File: src/rtl/uart_transmitter.sv
// uart_transmitter: byte FIFO feeding an 8N1 serial transmitter, MSB first.
// One bit period per rising edge of baud_rate_signal. An optional run of
// extra stop-level periods (IDLE_GAP) follows each stop bit.
module uart_transmitter #(
  parameter int unsigned FIFO_DEPTH = 4,
  parameter int unsigned IDLE_GAP   = 0
) (
  input  logic       baud_rate_signal,
  input  logic       rst_n,
  input  logic [7:0] tx_data,
  input  logic       tx_valid,
  output logic       tx_ready,
  output logic       uart_tx,
  output logic       busy,
  output logic [4:0] fifo_count
);

  localparam int unsigned DATA_W = 8;
  localparam int unsigned CNT_W  = 5;
  localparam int unsigned PTR_W  = $clog2(FIFO_DEPTH);
  localparam int unsigned IDX_W  = 3;
  localparam int unsigned GAP_W  = 4;

  typedef enum logic [2:0] {
    S_IDLE  = 3'd0,
    S_START = 3'd1,
    S_DATA  = 3'd2,
    S_STOP  = 3'd3,
    S_GAP   = 3'd4
  } state_t;

  state_t              state;
  state_t              state_nx;

  logic [DATA_W-1:0]   mem [FIFO_DEPTH];
  logic [PTR_W-1:0]    wr_ptr;
  logic [PTR_W-1:0]    rd_ptr;
  logic                push_c;
  logic                pop_c;
  logic [DATA_W-1:0]   head_c;

  logic [DATA_W-1:0]   shift;
  logic [DATA_W-1:0]   shift_nx;
  logic [IDX_W-1:0]    bit_idx;
  logic [IDX_W-1:0]    idx_nx;
  logic [GAP_W-1:0]    gap_cnt;
  logic [GAP_W-1:0]    gap_nx;
  logic                tx_nx;
  logic                busy_nx;
  logic                idle_eval;

  // Ready depends only on the registered occupancy, never on tx_valid.
  assign tx_ready = (fifo_count < CNT_W'(FIFO_DEPTH));
  assign push_c   = tx_valid & tx_ready;
  assign head_c   = mem[rd_ptr];

  // FIFO storage; contents are only meaningful below fifo_count, so no reset.
  always_ff @(posedge baud_rate_signal) begin
    if (push_c) begin
      mem[wr_ptr] <= tx_data;
    end
  end

  // FIFO pointers and occupancy; pointers wrap naturally at the power-of-two depth.
  always_ff @(posedge baud_rate_signal or negedge rst_n) begin
    if (!rst_n) begin
      wr_ptr     <= '0;
      rd_ptr     <= '0;
      fifo_count <= '0;
    end else begin
      if (push_c) begin
        wr_ptr <= wr_ptr + PTR_W'(1);
      end
      if (pop_c) begin
        rd_ptr <= rd_ptr + PTR_W'(1);
      end
      case ({push_c, pop_c})
        2'b10:   fifo_count <= fifo_count + CNT_W'(1);
        2'b01:   fifo_count <= fifo_count - CNT_W'(1);
        default: fifo_count <= fifo_count;
      endcase
    end
  end

  // Transmitter state and registered line/busy outputs.
  always_ff @(posedge baud_rate_signal or negedge rst_n) begin
    if (!rst_n) begin
      state   <= S_IDLE;
      uart_tx <= 1'b1;
      busy    <= 1'b0;
      shift   <= '0;
      bit_idx <= '0;
      gap_cnt <= '0;
    end else begin
      state   <= state_nx;
      uart_tx <= tx_nx;
      busy    <= busy_nx;
      shift   <= shift_nx;
      bit_idx <= idx_nx;
      gap_cnt <= gap_nx;
    end
  end

  // Next-state logic. The end of STOP (no gap) and the last GAP period reuse
  // the IDLE decision so a queued byte starts with no extra high bit.
  always_comb begin
    state_nx  = state;
    tx_nx     = 1'b1;
    busy_nx   = 1'b1;
    shift_nx  = shift;
    idx_nx    = bit_idx;
    gap_nx    = gap_cnt;
    pop_c     = 1'b0;
    idle_eval = 1'b0;

    case (state)
      S_IDLE: begin
        idle_eval = 1'b1;
      end
      S_START: begin
        tx_nx    = shift[DATA_W-1];
        idx_nx   = IDX_W'(DATA_W - 1);
        state_nx = S_DATA;
      end
      S_DATA: begin
        if (bit_idx == '0) begin
          tx_nx    = 1'b1;
          state_nx = S_STOP;
        end else begin
          tx_nx  = shift[bit_idx - IDX_W'(1)];
          idx_nx = bit_idx - IDX_W'(1);
        end
      end
      S_STOP: begin
        if (IDLE_GAP > 0) begin
          state_nx = S_GAP;
          gap_nx   = GAP_W'(IDLE_GAP - 1);
        end else begin
          idle_eval = 1'b1;
        end
      end
      S_GAP: begin
        if (gap_cnt == '0) begin
          idle_eval = 1'b1;
        end else begin
          gap_nx = gap_cnt - GAP_W'(1);
        end
      end
      default: begin
        state_nx = S_IDLE;
        tx_nx    = 1'b1;
        busy_nx  = 1'b0;
      end
    endcase

    if (idle_eval) begin
      if (fifo_count != '0) begin
        pop_c    = 1'b1;
        shift_nx = head_c;
        tx_nx    = 1'b0;
        busy_nx  = 1'b1;
        state_nx = S_START;
      end else begin
        tx_nx    = 1'b1;
        busy_nx  = 1'b0;
        state_nx = S_IDLE;
      end
    end
  end

endmodule
File: config.mk
export PLATFORM = sky130hd
export DESIGN_NAME = uart_transmitter
export DESIGN_NICKNAME = d
export VERILOG_FILES = /design/src/rtl/uart_transmitter.sv
export SDC_FILE = /design/constraint.sdc
export NUM_CORES = 1
export LEC_CHECK = 0
export BUFFER_PORTS_ARGS = -buffer_cell sky130_fd_sc_hd__buf_2
export CAP_MARGIN = 20
export CORE_MARGIN = 2
export CORE_UTILIZATION = 59
export CTS_CLUSTER_SIZE = 16
export DETAILED_ROUTE_END_ITERATION = 10
export PLACE_DENSITY_LB_ADDON = 0.2
export RECOVER_POWER = 50
export SYNTH_ARGS = -nofsm -noshare
export SYNTH_HDL_FRONTEND = slang
export SYNTH_SLANG_ARGS = --single-unit
File: constraint.sdc
create_clock -name baud_rate_signal -period 3.2 [get_ports baud_rate_signal]
set_clock_uncertainty 0.15 [all_clocks]
set_input_delay 0.16 -clock baud_rate_signal [delete_from_list [all_inputs] [get_ports baud_rate_signal]]
set_output_delay 0.16 -clock baud_rate_signal [all_outputs]
set_load 0.01 [all_outputs]
==> results of run 1 <==
[cell families after synthesis]
family	Yosys count	share of synthesized area
flops	56	0.622
fa+ha+maj	11	0.0548
compound gates	18	0.0468
mux	20	0.146
simple gates	25	0.0583
buf+inv	15	0.0304
xor+xnor	12	0.0418
[tightest hold or removal path, cell delays in order]
cell	delay, ps
buf_2	110
and2_1	190
xnor2_1	80
[metrics by stage]
stage          setup WS [ps]  hold WS (ps)  instance area, sq um   util  power [W]
6_report                 441           122                  2800  0.689    0.00283
5_1_grt                  230           153                  2800  0.689    0.00305
4_1_cts                  548           110                  2820  0.694    0.00286
3_5_place_dp             572          23.9                  2640  0.650    0.00248
3_3_place_gp             743          9.94                  2640  0.650    0.00240
2_1_floorplan            584          -286                  2510      -    0.00221
[worst paths after layout]
path                       depth (start not counted)  slack (ps)            end           from
max                                               10         440  fifo_count[4]  fifo_count[2]
min                                                3         120      wr_ptr[0]       tx_valid
max reg2reg                                       10         440  fifo_count[4]  fifo_count[2]
min reg2reg                                        1         370       shift[4]       shift[4]
max in group asynchronous                          2        1650       shift[6]          rst_n
min in group asynchronous                          2         490       state[1]          rst_n
[power by group]
part           switching, W  total [W]  internal, W
logic              0.000598    0.00130     0.000701
registers          0.000199    0.00116     0.000956
clock network      0.000218   0.000374     0.000156
total               0.00101    0.00283      0.00181
[layer usage]
layer | wire length [um] | up-vias | GRT usage | part of all wire
met1 | 1710 | 698 | 0.251 | 0.43
met2 | 2090 | 30 | 0.309 | 0.52
met3 | 144 | 7 | 0.0363 | 0.036
met4 | 62 | 0 | 0.0806 | 0.015
li1 | - | 641 | - | -
met5 | 0 | - | 0 | 0
[area by class of cell]
| type | instances | area, sq um | share of cell area |
|---|---|---|---|
| Clock buffer | 6 | 72.6 | 0.0259 |
| Clock inverter | 2 | 16.3 | 0.00581 |
| Inverter | 9 | 33.8 | 0.0121 |
| Multi-Input combinational cell | 86 | 873 | 0.312 |
| Sequential cell | 56 | 1560 | 0.559 |
| Tap cell | 50 | 62.6 | 0.0224 |
| Timing Repair Buffer | 29 | 176 | 0.0631 |
[layout by cell type, fill, tap and decap left out, drive strengths merged, types with 2 or more instances in the layout]
cell type    instances
edfxtp              32
dfrtp               23
clkbuf              19
ha                  11
mux4                10
inv                  9
dlygate4sd3          9
mux2                 9
a21oi                8
xor2                 7
buf                  7
and3                 5
xnor2                5
nor2                 4
nand2                4
o21ai                3
nor3                 3
nand3                2
nand2b               2
a31oi                2
a211oi               2
[flip-flops by register name, indices dropped and copies added (netlist names)]
name	cells
uart_tx	1
busy	1
state	2
rd_ptr	2
fifo_count	5
shift	8
wr_ptr	2
bit_idx	3
mem	32
==> run_results.csv, run 1 <==
group,metric,value,unit
floorplanning,die_w,69.3,um
power,leakagePower,1.10,nW
layout,n_fill_cell,271,
global_routing,grt_start_max_net_pins,25,
synthesis,ys_types,36,
global_routing,grt_pass1_vias,1441,
floorplanning,die_y,69.3,um
clock_network,clockBufferDepth,2,
global_routing,grt_first_pass_wirelength,6960,um
drt,drc_errors,0,
synthesis,yosysMostFrequentCell,"edfxtp_1",
clock_network,clk_latency,310,ps
worst_setup_path,crit_required,3280,ps
worst_setup_path,slowest_delay,500,ps
run,cap_viol_max_count,0,
synthesis,syn_inst,157,
clock_network,cts_resized,0,
timing,max_freq,362,MHz
clock_network,cts_tree,"yes",
synthesis,synth_common_cells,"edfxtp_1 (32), dfrtp_1 (23), ha_1 (11)",
clock_network,path_clk_slew,90,ps
floorplanning,pin_count,19,
synthesis,synth_area_leader_cell,"edfxtp_1",
drt,detail-route-antenna-nets,0,
layout,nets,209,
timing,finalCritPeriodShare,0.862,
drt,viasPerCell,5.78,
synthesis,ys_ff_latch,56,
floorplanning,core,4060,sq um
timing,hold_violations,0,
clock_network,cts_buffers,5,
place,place_congestion,0.768,
synthesis,synth_edf_count,32,
floorplanning,start_util,0.619,
timing,final_max_slew_viol_count,0,
place,dp_hpwl,2710,um
run_status,status,"completed",
drt,vias,1376,
clock_network,clock_sinks,56,
synthesis,syn_area_per_cell,16.0,sq um
layout,n_antenna_cell,0,
synthesis,yosys_warnings,0,
drt,drtIter0Drc,106,
layout,layout-drive-gt1-share,0.186,
floorplanning,rows,23,
synthesis,yosys-top-cells-area,"edfxtp_1 (38%), dfrtp_1 (23%), mux4_2 (7.2%), ha_1 (5.5%), mux2_4 (3.6%)",
worst_setup_path,path_buf_inv,1,
worst_setup_path,cp-start-kind,"register",
timing,fin_crit,2760,ps
timing,finalSetupTns,0,ps
drt,routed_wirelength,4000,um
power,power.density,1010,nW/um^2
hold_path,hold_path_class,"in2reg",
layout,area_growth,11.4,%
worst_setup_path,crit_slowest_cell,"dfrtp_1",
place,dp.cells,221,
layout,finalNonFillerCells,238,
timing,tightest_slew,1270,ps
clock_network,cts_setup_buffers,0,
synthesis,synthArstFlopShare,0.429,
timing,worst_slew_margin_rel,0.154,
clock_network,cts_hold_buffers,9,
synthesis,synth_top_cell_area_share,0.382,
clock_network,h-tree-depth,2,
synthesis,synthesis.nets,179,
worst_setup_path,path_delay_family,"simple AND/OR/NAND/NOR gates",
power,peakVddDrop,0.558,mV
floorplanning,dieArea,4800,sq um
place,portBuffers,18,
timing,setup_viol,0,
worst_setup_path,critPathMaxFanout,9,
drt,wl_per_cell,16.8,um
synthesis,yosysSeqAreaShare,0.622,
global_routing,grt_overflow_total,0,
drt,firstDrtPassIters,4,
global_routing,grt_util_all_layers,0.189,
global_routing,antenna_found_initial,0,
synthesis,syn_area,2510,sq um
worst_setup_path,worstPathArrival,2840,ps
worst_setup_path,path_cells,"nor3_4 -> clkbuf_1 -> a21boi_2 -> ha_1 -> xor2_1 -> ha_1 -> nand2b_1 -> a21oi_1 -> nor4_1 -> xor2_1",
timing,rsz0062_at_grt,"no",
clock_network,cts-root-buf,"clkbuf_8",
synthesis,synth_ff_type,"edfxtp_1",
worst_setup_path,critPathKind,"reg2reg",
worst_setup_path,crit_path_end_kind,"register",
Note: power is estimated with default switching activity, not from simulation.
==> run 2: changes to the inputs <==
Settings changed: CTS_BUF_LIST set to sky130_fd_sc_hd__clkbuf_16.
==> run 2 against run 1 <==
Combinational power is essentially flat. Register-to-register slack is essentially flat. Sequential share of layout area shrank 1.1 points. Clock power grew 40%. Final area grew 2.0%. Worst hold slack gained 24 ps. Routed wire length grew 2.7%. Power grew 6.0%. Utilization grew 1.4 points. Clock-buffer cell count shrank 1. Via count shrank 0.87%. Critical path depth is the same. Largest power group unchanged.
==> run_results.csv, run 2 (synthesized netlist as in run 1, its figures left out) <==
group,metric,value,unit
timing,final_max_slew_viol_count,0,
hold_path,min_from,"tx_valid",
clock_network,clockBufferDepth,2,
worst_setup_path,path_delay_family,"simple AND/OR/NAND/NOR gates",
timing,fin_crit,2760,ps
floorplanning,core,4060,sq um
worst_setup_path,cp-start-kind,"register",
drt,viasPerCell,5.73,
place,portBuffers,18,
global_routing,grt_first_pass_wirelength,7080,um
timing,tightest_slew,1290,ps
layout,ff_latch_area,1560,sq um
worst_setup_path,path_cells,"nor3_4 -> clkbuf_1 -> a21boi_2 -> ha_1 -> xor2_1 -> ha_1 -> nand2b_1 -> a21oi_1 -> nor4_1 -> xor2_1",
global_routing,grt_util_all_layers,0.192,
layout,nets,209,
power,power.density,1050,nW/um^2
clock_network,h-tree-depth,2,
floorplanning,die_w,69.3,um
worst_setup_path,r2r-end,"fifo_count[4]",
clock_network,clk_latency,290,ps
hold_path,min_path_cells,3,
power,peakVddDrop,0.531,mV
layout,multiInputGateArea,873,sq um
layout,largest_reg_flops,32,
power,leakagePower,1.13,nW
clock_network,cts-root-buf,"clkbuf_16",
floorplanning,rows,23,
worst_setup_path,worstReg2RegStart,"fifo_count[2]",
timing,hold_violations,0,
clock_network,cts_setup_buffers,0,
layout,mostFrequentLayoutCell,"edfxtp_1",
layout,top_regs,"mem: 32 flops, shift: 8 flops, fifo_count: 5 flops",
worst_setup_path,crit_path_end_kind,"register",
timing,max_freq,363,MHz
worst_setup_path,crit_slowest_cell,"dfrtp_1",
worst_setup_path,reg2reg_depth,10,
layout,mostFrequentLayoutCells,"edfxtp_1 (32), dfrtp_1 (23), clkbuf_1 (13)",
floorplanning,dieArea,4800,sq um
drt,firstDrtPassIters,4,
worst_setup_path,worstPathArrival,2820,ps
layout,n_antenna_cell,0,
drt,wl_per_cell,17.3,um
place,dp_hpwl,2710,um
drt,detail-route-antenna-nets,0,
place,place_congestion,0.768,
worst_setup_path,rrSetupSlack,440,ps
global_routing,grt_overflow_total,0,
global_routing,grt_pass1_vias,1458,
timing,setup_viol,0,
clock_network,cts_buffers,5,
timing,finalCritPeriodShare,0.862,
drt,drc_errors,0,
worst_setup_path,crit_required,3260,ps
hold_path,hold_path_class,"in2reg",
drt,drtIter0Drc,87,
layout,top_register,"mem",
global_routing,grt_start_max_net_pins,25,
layout,final_util,0.703,
place,postPlaceCellArea,2640,sq um
worst_setup_path,path_buf_inv,1,
clock_network,cts_tree,"yes",
layout,finalInstanceArea,2850,sq um
layout,n_fill_cell,262,
worst_setup_path,critPathMaxFanout,9,
timing,worst_slew_margin_rel,0.137,
worst_setup_path,critPathLaunch,"fifo_count[2]",
drt,routed_wirelength,4110,um
run_status,status,"completed",
worst_setup_path,critPathKind,"reg2reg",
floorplanning,die_y,69.3,um
timing,rsz0062_at_grt,"no",
global_routing,antenna_found_initial,0,
hold_path,hold_end,"wr_ptr[0]",
worst_setup_path,slowest_delay,490,ps
floorplanning,start_util,0.619,
run,cap_viol_max_count,0,
layout,layout-drive-gt1-share,0.186,
drt,vias,1364,
clock_network,path_clk_slew,70,ps
clock_network,clock_sinks,56,
timing,finalSetupTns,0,ps
layout,area_growth,13.6,%
floorplanning,pin_count,19,
==> run 2: power breakdown <==
part	leakage [nW]	internal (W)	switching, W
Combinational	0.499	0.000704	0.000614
Sequential	0.559	0.000957	0.000201
Clock	0.0712	0.000289	0.000233
==> run 2: worst reg2reg max path: stages (launching register included) <==
cell,delay [ps]
dfrtp_1,490
nor3_4,160
clkbuf_1,300
a21boi_2,110
ha_1,310
xor2_1,200
ha_1,250
nand2b_1,100
a21oi_1,70
nor4_1,370
xor2_1,170
==> run 2: cell type report <==
type / instances / share of cell area
clock buffers: 5 / 0.0438
clock inverters: 3 / 0.00701
multi-input cells: 86 / 0.306
inverters: 9 / 0.0118
well taps: 50 / 0.0219
repair buffers: 29 / 0.0618
flip-flops and latches: 56 / 0.548
==> run 2: worst max-delay path by stage <==
stage / to / slack [ps] / depth (start not counted)
4_1_cts: fifo_count[4] / 550 / 10
3_5_place_dp: fifo_count[4] / 570 / 10
2_1_floorplan: fifo_count[4] / 580 / 12
3_3_place_gp: fifo_count[4] / 740 / 10
6_report: fifo_count[4] / 440 / 10
5_1_grt: fifo_count[4] / 240 / 10
==> run 2: per-stage QoR <==
| stage | hold WS [ps] | setup slack [ps] | cells | total power (W) |
|---|---|---|---|---|
| floorplan | -286 | 584 | 157 | 0.00221 |
| global placement | 9.94 | 743 | 221 | 0.00240 |
| detailed placement | 23.9 | 572 | 221 | 0.00248 |
| CTS | 140 | 555 | 238 | 0.00302 |
| global route | 182 | 237 | 238 | 0.00321 |
| finish | 146 | 442 | 238 | 0.00300 |
==> run 2: timing repair <==
item,4_1_cts,5_1_grt
resized for setup,0,0
hold endpoints to repair,55,0
hold buffers,9,0
==> run 2: metal layers <==
| layer | global-route usage | up-vias | part of all wire |
|---|---|---|---|
| met1 | 0.238 | 687 | 0.43 |
| met3 | 0.0451 | 4 | 0.029 |
| met2 | 0.335 | 29 | 0.53 |
| met5 | 0 | - | 0 |
| met4 | 0.0610 | 0 | 0.011 |
| li1 | - | 644 | - |
==> run 3: changes to the inputs <==
Settings changed: CORE_UTILIZATION 59 to 62, CTS_BUF_LIST sky130_fd_sc_hd__clkbuf_16 to sky130_fd_sc_hd__clkbuf_8.
==> run 3 against run 2 <==
Final area down 1.1%. Register-to-register slack better by 70 ps. Routed wire length down 9.1%. Clock power down 15%. Power down 3.8%. Worst hold slack better by 14 ps. Critical path depth unchanged. Combinational power about the same. Die area down 4.6%. Maximum frequency up 2.7%. Sequential power about the same. Global-route usage down 0.17 points. Critical path type unchanged. Critical endpoint unchanged. Largest cell class unchanged.
==> run_results.csv, run 3 (synthesized netlist as in run 1, its figures left out) <==
group,metric,value,unit
run_status,status,"completed",
drt,wl_per_cell,15.7,um
worst_setup_path,crit_slowest_cell,"dfrtp_1",
global_routing,grt_start_max_net_pins,25,
global_routing,grt_first_pass_wirelength,6200,um
clock_network,clk_latency,300,ps
floorplanning,die_y,67.7,um
global_routing,met1_usage,0.248,
layout,finalNonFillerCells,238,
global_routing,antenna_found_initial,0,
drt,routed_wirelength,3730,um
global_routing,grt_util_all_layers,0.190,
floorplanning,rows,23,
clock_network,clockBufferDepth,2,
power,power.density,1020,nW/um^2
drt,firstDrtPassIters,4,
timing,setup_ws,514,ps
layout,mostFrequentLayoutCells,"edfxtp_1 (32), dfrtp_1 (23), clkbuf_1 (12)",
clock_network,clock_sinks,56,
floorplanning,pin_count,19,
layout,nets,209,
clock_network,cts_buffers,5,
power,peakVddDrop,0.534,mV
timing,worst_slew_margin_rel,0.154,
drt,viasPerCell,5.52,
hold_path,min_path_cells,3,
drt,vias,1314,
global_routing,gr-usage-met2,0.316,
floorplanning,core,3940,sq um
timing,finalCritPeriodShare,0.839,
global_routing,busiest_layer,"met2",
global_routing,grtUsageMet3,0.0517,
clock_network,path_clk_slew,100,ps
clock_network,cts_tree,"yes",
global_routing,grt_pass1_vias,1339,
layout,mostFrequentLayoutCell,"edfxtp_1",
drt,drc_errors,0,
hold_path,hold_path_class,"in2reg",
place,place_ws,559,ps
timing,rsz0062_at_grt,"no",
worst_setup_path,critPathKind,"reg2reg",
timing,hold_violations,0,
layout,n_fill_cell,262,
timing,hold_ws,160,ps
timing,setup_viol,0,
layout,finalInstanceArea,2820,sq um
timing,finalSetupTns,0,ps
layout,n_antenna_cell,0,
worst_setup_path,reg2reg_depth,10,
layout,largest_reg_flops,32,
timing,final_max_slew_viol_count,0,
drt,drtIter0Drc,34,
global_routing,grt_overflow_total,0,
power,leakagePower,1.12,nW
timing,fin_crit,2690,ps
place,postPlaceCellArea,2640,sq um
timing,tightest_slew,1270,ps
clock_network,cts-root-buf,"clkbuf_8",
clock_network,h-tree-depth,2,
worst_setup_path,path_cells,"nor3_4 -> and2_1 -> inv_1 -> ha_1 -> xor2_1 -> ha_1 -> nand2b_1 -> a21oi_1 -> nor4_1 -> xor2_1",
clock_network,cts_resized,0,
floorplanning,start_util,0.637,
run,cap_viol_max_count,0,
place,portBuffers,18,
place,place_congestion,0.746,
drt,detail-route-antenna-nets,0,
layout,top_regs,"mem: 32 flops, shift: 8 flops, fifo_count: 5 flops",
place,dp.cells,221,
floorplanning,die_w,67.7,um
worst_setup_path,crit_required,3280,ps
layout,top_register,"mem",
worst_setup_path,slowest_delay,510,ps
layout,area_growth,12.4,%
floorplanning,dieArea,4580,sq um
worst_setup_path,worstPathArrival,2770,ps
timing,max_freq,372,MHz
layout,layout-drive-gt1-share,0.197,
worst_setup_path,cp-start-kind,"register",
worst_setup_path,critPathMaxFanout,9,
worst_setup_path,crit_path_end_kind,"register",
place,dp_hpwl,2600,um
## run 3: critical path, delay by kind of cell (launching register included)
| kind | cells | cell delay [ps] |
|---|---|---|
| buffers and inverters | 1 | 90 |
| AND/OR/NAND/NOR | 4 | 890 |
| flip-flops | 1 | 510 |
| adder cells (fa/ha/maj) | 2 | 540 |
| XOR/XNOR | 2 | 380 |
| AO/OA/AOI/OAI | 1 | 60 |
## run 3: worst paths after layout
| kind | startpoint | endpoint | slack [ps] |
|---|---|---|---|
| setup / recovery | fifo_count[2] | fifo_count[4] | 510 |
| hold / removal | tx_valid | wr_ptr[0] | 160 |
| setup reg to reg | fifo_count[2] | fifo_count[4] | 510 |
| hold reg to reg | shift[5] | shift[5] | 370 |
| max in group asynchronous | rst_n | wr_ptr[0] | 1650 |
| min in group asynchronous | rst_n | fifo_count[2] | 490 |
## run 3: metrics by stage
step | util | power, W
after floorplan | - | 0.00221
after global placement | 0.669 | 0.00240
after detailed placement | 0.669 | 0.00246
after CTS | 0.720 | 0.00292
after global routing | 0.716 | 0.00312
final | 0.716 | 0.00289
## run 3: power by group
group / switching, W / internal [W]
logic: 0.000589 / 0.000702
clock network: 0.000214 / 0.000232
registers: 0.000193 / 0.000956
total: 0.000996 / 0.00189
## run 3: routing by layer
layer,part of all wire,wire length [um]
met3,0.033,123
met2,0.49,1820
met1,0.47,1750
met4,0.0099,37
met5,0,0
## run 3: area by class of cell
class                   instances  area (sq um)  area share
clock inverters                 3          42.5      0.0151
flip-flops and latches         56          1560       0.553
well taps                      50          62.6      0.0222
multi-input cells              86           873       0.309
clock buffers                   5          68.8      0.0244
repair buffers                 29           180      0.0638
inverters                       9          33.8      0.0120
## run 3: repair_timing
| action | in CTS | in global routing |
|---|---|---|
| setup endpoints to repair | 0 | 0 |
| hold buffers | 9 | 0 |
| buffers inserted | 0 | 0 |
| hold endpoints to repair | 55 | 0 |
